[src/rtl/fifo_dp_ctrl_pkg.sv]
// Shared constants for the dual-port RAM FIFO controller and its output buffer.
package fifo_dp_ctrl_pkg;
    localparam int   OB_DEPTH = 3;
    localparam logic RAM_EN   = 1'b0;
    localparam logic RAM_DIS  = 1'b1;

    function automatic int ram_depth(input int addr_w);
        return 1 << addr_w;
    endfunction
endpackage

[src/rtl/fifo_ob3.sv]
// Three-entry register FIFO that absorbs the RAM read latency and presents
// a registered valid/ready stream to the consumer.
module fifo_ob3
    import fifo_dp_ctrl_pkg::*;
#(
    parameter int DATA_W = 32
) (
    input  logic              clk,
    input  logic              rstn,
    input  logic              clr,
    input  logic              wr_en,
    input  logic [DATA_W-1:0] wr_dat,
    output logic              rd_val,
    output logic [DATA_W-1:0] rd_dat,
    input  logic              rd_rdy,
    output logic [1:0]        cnt
);
    logic [DATA_W-1:0] mem [OB_DEPTH];
    logic [1:0]        head;
    logic [1:0]        tail;
    logic [1:0]        cnt_q;
    logic [1:0]        cnt_nxt;
    logic              val_q;
    logic              pop;

    function automatic logic [1:0] nxt_idx(input logic [1:0] idx);
        return (idx == 2'(OB_DEPTH - 1)) ? 2'd0 : idx + 2'd1;
    endfunction

    assign pop = val_q & rd_rdy & ~clr;

    // NOTE: give every always_comb output a default first so no path leaves it unassigned (which would infer a latch).
    always_comb begin
        cnt_nxt = cnt_q;
        if (wr_en && !pop) begin
            cnt_nxt = cnt_q + 2'd1;
        end else if (!wr_en && pop) begin
            cnt_nxt = cnt_q - 2'd1;
        end
    end

    // NOTE: sequential state uses non-blocking assignments so every flop samples pre-edge values.
    always_ff @(posedge clk or negedge rstn) begin
        if (!rstn) begin
            head  <= '0;
            tail  <= '0;
            cnt_q <= '0;
            val_q <= 1'b0;
            // NOTE: only three words, so the array is reset to make rd_dat read zero out of reset; large RAM-like arrays are not.
            for (int i = 0; i < OB_DEPTH; i++) begin
                mem[i] <= '0;
            end
        end else if (clr) begin
            head  <= '0;
            tail  <= '0;
            cnt_q <= '0;
            val_q <= 1'b0;
        end else begin
            if (wr_en) begin
                mem[tail] <= wr_dat;
                tail      <= nxt_idx(tail);
            end
            if (pop) begin
                head <= nxt_idx(head);
            end
            cnt_q <= cnt_nxt;
            val_q <= (cnt_nxt != 2'd0);
        end
    end

    assign rd_val = val_q;
    assign rd_dat = mem[head];
    assign cnt    = cnt_q;
endmodule

[src/rtl/fifo_dp_ctrl.sv]
// Valid/ready FIFO controller around an external dual-port RAM with
// active-low enables and one cycle of registered read latency.
module fifo_dp_ctrl
    import fifo_dp_ctrl_pkg::*;
#(
    parameter int DATA_W = 32,
    parameter int ADDR_W = 8
) (
    input  logic              clk,
    input  logic              rstn,
    input  logic              clr_i,
    input  logic              wr_val_i,
    input  logic [DATA_W-1:0] wr_dat_i,
    output logic              wr_rdy_o,
    output logic              rd_val_o,
    output logic [DATA_W-1:0] rd_dat_o,
    input  logic              rd_rdy_i,
    output logic [ADDR_W+1:0] cnt_o,
    output logic              cena_o,
    output logic              wena_o,
    output logic              oena_o,
    output logic [ADDR_W-1:0] addra_o,
    output logic [DATA_W-1:0] dataa_o,
    output logic              cenb_o,
    output logic              wenb_o,
    output logic              oenb_o,
    output logic [ADDR_W-1:0] addrb_o,
    output logic [DATA_W-1:0] datab_o,
    input  logic [DATA_W-1:0] datab_i
);
    localparam int              DEPTH    = ram_depth(ADDR_W);
    localparam logic [ADDR_W:0] FULL_CNT = (ADDR_W + 1)'(DEPTH);

    logic [ADDR_W-1:0] wptr;
    logic [ADDR_W-1:0] rptr;
    logic [ADDR_W:0]   ram_cnt;
    logic [ADDR_W:0]   ram_cnt_nxt;
    logic              full;
    logic              infl;
    logic              push;
    logic              issue;
    logic [1:0]        ob_cnt;

    // Gating with rstn keeps the RAM disabled during reset even if a writer holds wr_val_i.
    assign push  = rstn & ~clr_i & wr_val_i & ~full;
    assign issue = ~clr_i & (ram_cnt != '0) & ((int'(ob_cnt) + int'(infl)) < OB_DEPTH);

    always_comb begin
        ram_cnt_nxt = ram_cnt;
        if (push && !issue) begin
            ram_cnt_nxt = ram_cnt + (ADDR_W + 1)'(1);
        end else if (!push && issue) begin
            ram_cnt_nxt = ram_cnt - (ADDR_W + 1)'(1);
        end
    end

    always_ff @(posedge clk or negedge rstn) begin
        if (!rstn) begin
            wptr    <= '0;
            rptr    <= '0;
            ram_cnt <= '0;
            full    <= 1'b0;
            infl    <= 1'b0;
        end else if (clr_i) begin
            wptr    <= '0;
            rptr    <= '0;
            ram_cnt <= '0;
            full    <= 1'b0;
            infl    <= 1'b0;
        end else begin
            if (push) begin
                wptr <= wptr + ADDR_W'(1);
            end
            if (issue) begin
                rptr <= rptr + ADDR_W'(1);
            end
            ram_cnt <= ram_cnt_nxt;
            full    <= (ram_cnt_nxt == FULL_CNT);
            infl    <= issue;
        end
    end

    // A word returning during a flush is dropped by the buffer's clear taking priority.
    fifo_ob3 #(
        .DATA_W (DATA_W)
    ) u_ob (
        .clk    (clk),
        .rstn   (rstn),
        .clr    (clr_i),
        .wr_en  (infl),
        .wr_dat (datab_i),
        .rd_val (rd_val_o),
        .rd_dat (rd_dat_o),
        .rd_rdy (rd_rdy_i),
        .cnt    (ob_cnt)
    );

    assign wr_rdy_o = ~full;
    assign cnt_o    = {1'b0, ram_cnt} + (ADDR_W + 2)'(infl) + (ADDR_W + 2)'(ob_cnt);

    assign cena_o  = push ? RAM_EN : RAM_DIS;
    assign wena_o  = push ? RAM_EN : RAM_DIS;
    assign oena_o  = RAM_DIS;
    assign addra_o = wptr;
    assign dataa_o = wr_dat_i;

    assign cenb_o  = issue ? RAM_EN : RAM_DIS;
    assign wenb_o  = RAM_DIS;
    assign oenb_o  = RAM_EN;
    assign addrb_o = rptr;
    assign datab_o = '0;
endmodule

[config.mk]
export PLATFORM = sky130hd
export DESIGN_NAME = fifo_dp_ctrl
export DESIGN_NICKNAME = d
export VERILOG_FILES = /design/src/rtl/fifo_dp_ctrl_pkg.sv /design/src/rtl/fifo_ob3.sv /design/src/rtl/fifo_dp_ctrl.sv
export SDC_FILE = /design/constraint.sdc
export NUM_CORES = 1
export LEC_CHECK = 0
export ABC_AREA = 1
export CELL_PAD_IN_SITES_DETAIL_PLACEMENT = 0
export CELL_PAD_IN_SITES_GLOBAL_PLACEMENT = 1
export CORE_MARGIN = 3
export CORE_UTILIZATION = 46
export DETAILED_ROUTE_END_ITERATION = 8
export DONT_BUFFER_PORTS = 1
export PLACE_DENSITY_LB_ADDON = 0.1
export SLEW_MARGIN = 10
export SYNTH_ARGS = -nofsm -noshare
export SYNTH_HDL_FRONTEND = slang
export SYNTH_SLANG_ARGS = --single-unit
[constraint.sdc]
create_clock -name clk -period 2.6 [get_ports clk]
set_input_delay 0.65 -clock clk [delete_from_list [all_inputs] [get_ports clk]]
set_output_delay 0.65 -clock clk [all_outputs]
set_load 0.01 [all_outputs]
==> out/qor.csv <==
stage,metric,value,unit
die,die width,128,um
status,outcome,"finished, violations left",
placement,# port buffers,0,
synth,Post-Syn Area per Cell,8.09,um^2
die,Ports,199,
final_layout,layout net count,900,
synth,Syn Inst Count,848,
synth,register bit count reported by yosys,130,
worst_setup_path,max incr delay on CP,0.37,ns
drt,post-route ant nets,0,
drt,DRT Pass-1 Iters,5,
die,Core Area,14200,um^2
sta,RSZ-0062 raised after global routing,yes,
worst_setup_path,Critical-path top delay cell,fa_2,
power_and_ir_drop,Pwr Density,1150,nW/um^2
status,failing checks,"negative hold slack, negative setup slack",
global_route,first-pass GRT wire length,26500,um
placement,Placer Congestion,0.848,
synth,Post-Syn Area,6860,um^2
worst_setup_path,WS Path Type,register to primary output,
sta,Slew Limit Fails,0,
sta,Final period util,1.06,
sta,"Hold Vio Cnt, Final",130,
sta,Worst slew margin,0.578,
placement,hpwl dp,10100,um
die,site row count,43,
final_layout,"commonest non-fill, non-tap cell in the layout",nand2_1,
sta,Worst Max-Slew Pin Slew,0.633,ns
global_route,largest net degree at the start of global routing,132,
worst_setup_path,worst endpoint required time,1.95,ns
sta,final setup margin,-0.168,ns
cts,CTS tree,built,
cts,Max clock buf depth,2,
final_layout,Area Overhead vs Synth,9.08,%
final_layout,fin cells,1015,
global_route,initial antenna violation count,0,
worst_setup_path,crit-path max FO,2,
cts,clk_lat worst skew,0.41,ns
final_layout,ant diodes,0,
drt,DRC viols,0,
cts,Worst-path clk slew,0.05,ns
sta,Final setup viols,6,
cts,CTS Buf Count,17,
sta,fmax,0.361,GHz
worst_setup_path,register-to-register setup slack,0.21,ns
power_and_ir_drop,Pwr Total,8630,uW
placement,Inst Count DP,969,
cts,root buf cell,clkbuf_16,
die,Die Area,16400,um^2
final_layout,share of layout cells above drive strength 1,0.121,
cts,depth of the CTS H-tree,4,
sta,setup TNS,-0.496,ns
synth,count of cell types in the netlist,38,
drt,vias per cell,5.23,
global_route,vias in the first global route,5138,
drt,via count,5313,
drt,drt initial violations,448,
worst_setup_path,"Arr. time, crit path",2.12,ns
worst_setup_path,element type at the critical path start,register,
global_route,grt total ovfl,0,
worst_hold_path,Hold WC Path Type,input pin to asynchronous set/reset pin,
synth,YS warnings,0,
worst_setup_path,CP endpoint kind,primary output,
sta,Final min period,2.77,ns
synth,sequential share of the synthesized area,0.474,
final_layout,most frequent cells in the layout,"226 x nand2_1, 130 x dfrtp_1, 112 x o21ai_0",
die,Die H,128,um
cts,Clock Sinks,130,
power_and_ir_drop,Static Leak,0.00367,uW
die,initial core utilization,0.483,
sta,final hold slack,-0.0688,ns
drt,Avg WL per Cell,15.6,um
power_and_ir_drop,worst vdd ir,482,uV
sta,clock skew,0.00584,ns
job,max cap viols,0,
global_route,total track usage,0.203,
drt,Routed WL,15800,um
worst_setup_path,worst path cell trace,inv_2 -> fa_2 -> inv_2 -> fa_2 -> nand3_4 -> nor2_4 -> nand3_1 -> xor2_1 -> buf_4,
==> routing by layer <==
layer	track usage	wire length, um
met5	0	0
met4	0.0737	263
met3	0.0667	1180
met2	0.315	7250
met1	0.266	7130
==> kinds of logic (layout without fill, tap and decap cells) <==
family	count (synthesis)	after routing	synth area share
compound gates	135	135	0.103
fa+ha+maj	9	9	0.0186
other cells	2	35	0.00109
xor+xnor	13	13	0.0166
buf+inv	180	134	0.142
simple gates	379	379	0.244
flops	130	130	0.474
==> registers in the layout, summed over array words and instances, names as in the netlist <==
register     flops
u_ob.head        2
u_ob.tail        2
infl             1
ram_cnt          9
u_ob.cnt         2
full             1
u_ob.rd_val      1
u_ob.mem        96
addra_o          8
addrb_o          8
==> worst paths after layout <==
| kind | from | to | cells after the start |
|---|---|---|---|
| min in group clk | clr_i | ram_cnt[5]$_DFF_PN0_ | 1 |
| setup / recovery | ram_cnt[0]$_DFF_PN0_ | cnt_o[8] | 9 |
| hold / removal | rstn | u_ob.mem[6]$_DFFE_PN0P_ | 0 |
| hold reg to reg | u_ob.mem[30]$_DFFE_PN0P_ | u_ob.mem[30]$_DFFE_PN0P_ | 2 |
| setup reg to reg | u_ob.cnt[0]$_DFF_PN0_ | full$_DFF_PN0_ | 14 |
| max in group asynchronous | rstn | infl$_DFF_PN0_ | 0 |
==> synthesized netlist by cell type <==
cell,n,area (um^2)
clkinv_1,1,3.75
xor2_1,12,105
nand2_2,1,6.26
nand4_1,6,37.5
o211ai_1,1,7.51
buf_4,69,518
nand3_4,1,17.5
nor2_1,31,116
nor2_2,4,25.0
nand2_4,2,22.5
o21ai_0,112,561
inv_4,1,6.26
nor4_1,1,6.26
buf_6,5,56.3
inv_2,1,3.75
clkbuf_1,32,120
o21ai_1,2,10.0
nand3_2,1,10.0
nand4_4,1,21.3
a21oi_1,14,70.1
nand2_1,227,852
o21ai_2,1,8.76
nor3_1,7,35.0
xnor2_1,1,8.76
o21a_1,1,7.51
ha_1,7,87.6
o21bai_4,1,18.8
conb_1,2,7.51
fa_1,2,40.0
dfrtp_1,130,3250
a22o_1,2,17.5
nor2_4,3,33.8
nor3_2,1,10.0
inv_1,68,255
a211oi_1,1,7.51
nand3_1,92,460
buf_1,3,11.3
nor2_8,1,20.0
==> area by class of cell <==
cell class,instances,area [um^2]
Inverter,71,269
Fill cell,1314,6720
Timing Repair Buffer,31,260
Clock buffer,25,515
Sequential cell,130,3250
Multi-Input combinational cell,571,2890
Tap cell,180,225
Clock inverter,7,71.3
==> power by group <==
part | leakage, uW | switching [uW] | internal [uW] | total, uW
registers | 0.00170 | 558 | 2730 | 3280
clock network | 0.000282 | 857 | 1470 | 2320
logic | 0.00168 | 1910 | 1120 | 3030
==> stage by stage <==
stage | instance area, um^2 | worst slack, ns | util
after floorplan | 6980 | 0.205 | -
after global placement | 6670 | 0.128 | 0.469
after detailed placement | 6670 | 0.0846 | 0.469
after CTS | 7350 | -0.199 | 0.517
after global routing | 7480 | -0.259 | 0.527
final | 7480 | -0.168 | 0.527
==> critical path, delay by kind of cell (launching register included) <==
family	cells	cell delay, ns
and+or+nand+nor	3	0.30
adders and majority gates	2	0.60
xor gates and xnor gates	1	0.16
DFF	1	0.35
buffers and inverters	3	0.28
==> timing repair <==
| item | 4_1_cts | 5_1_grt |
|---|---|---|
| resized for setup | 11 | 15 |
| pin swaps | 3 | 6 |
| hold endpoints to repair | 130 | 130 |
| setup buffers | 7 | 8 |
| setup endpoints to repair | 5 | 8 |
Power figures use the tool's default switching activity.
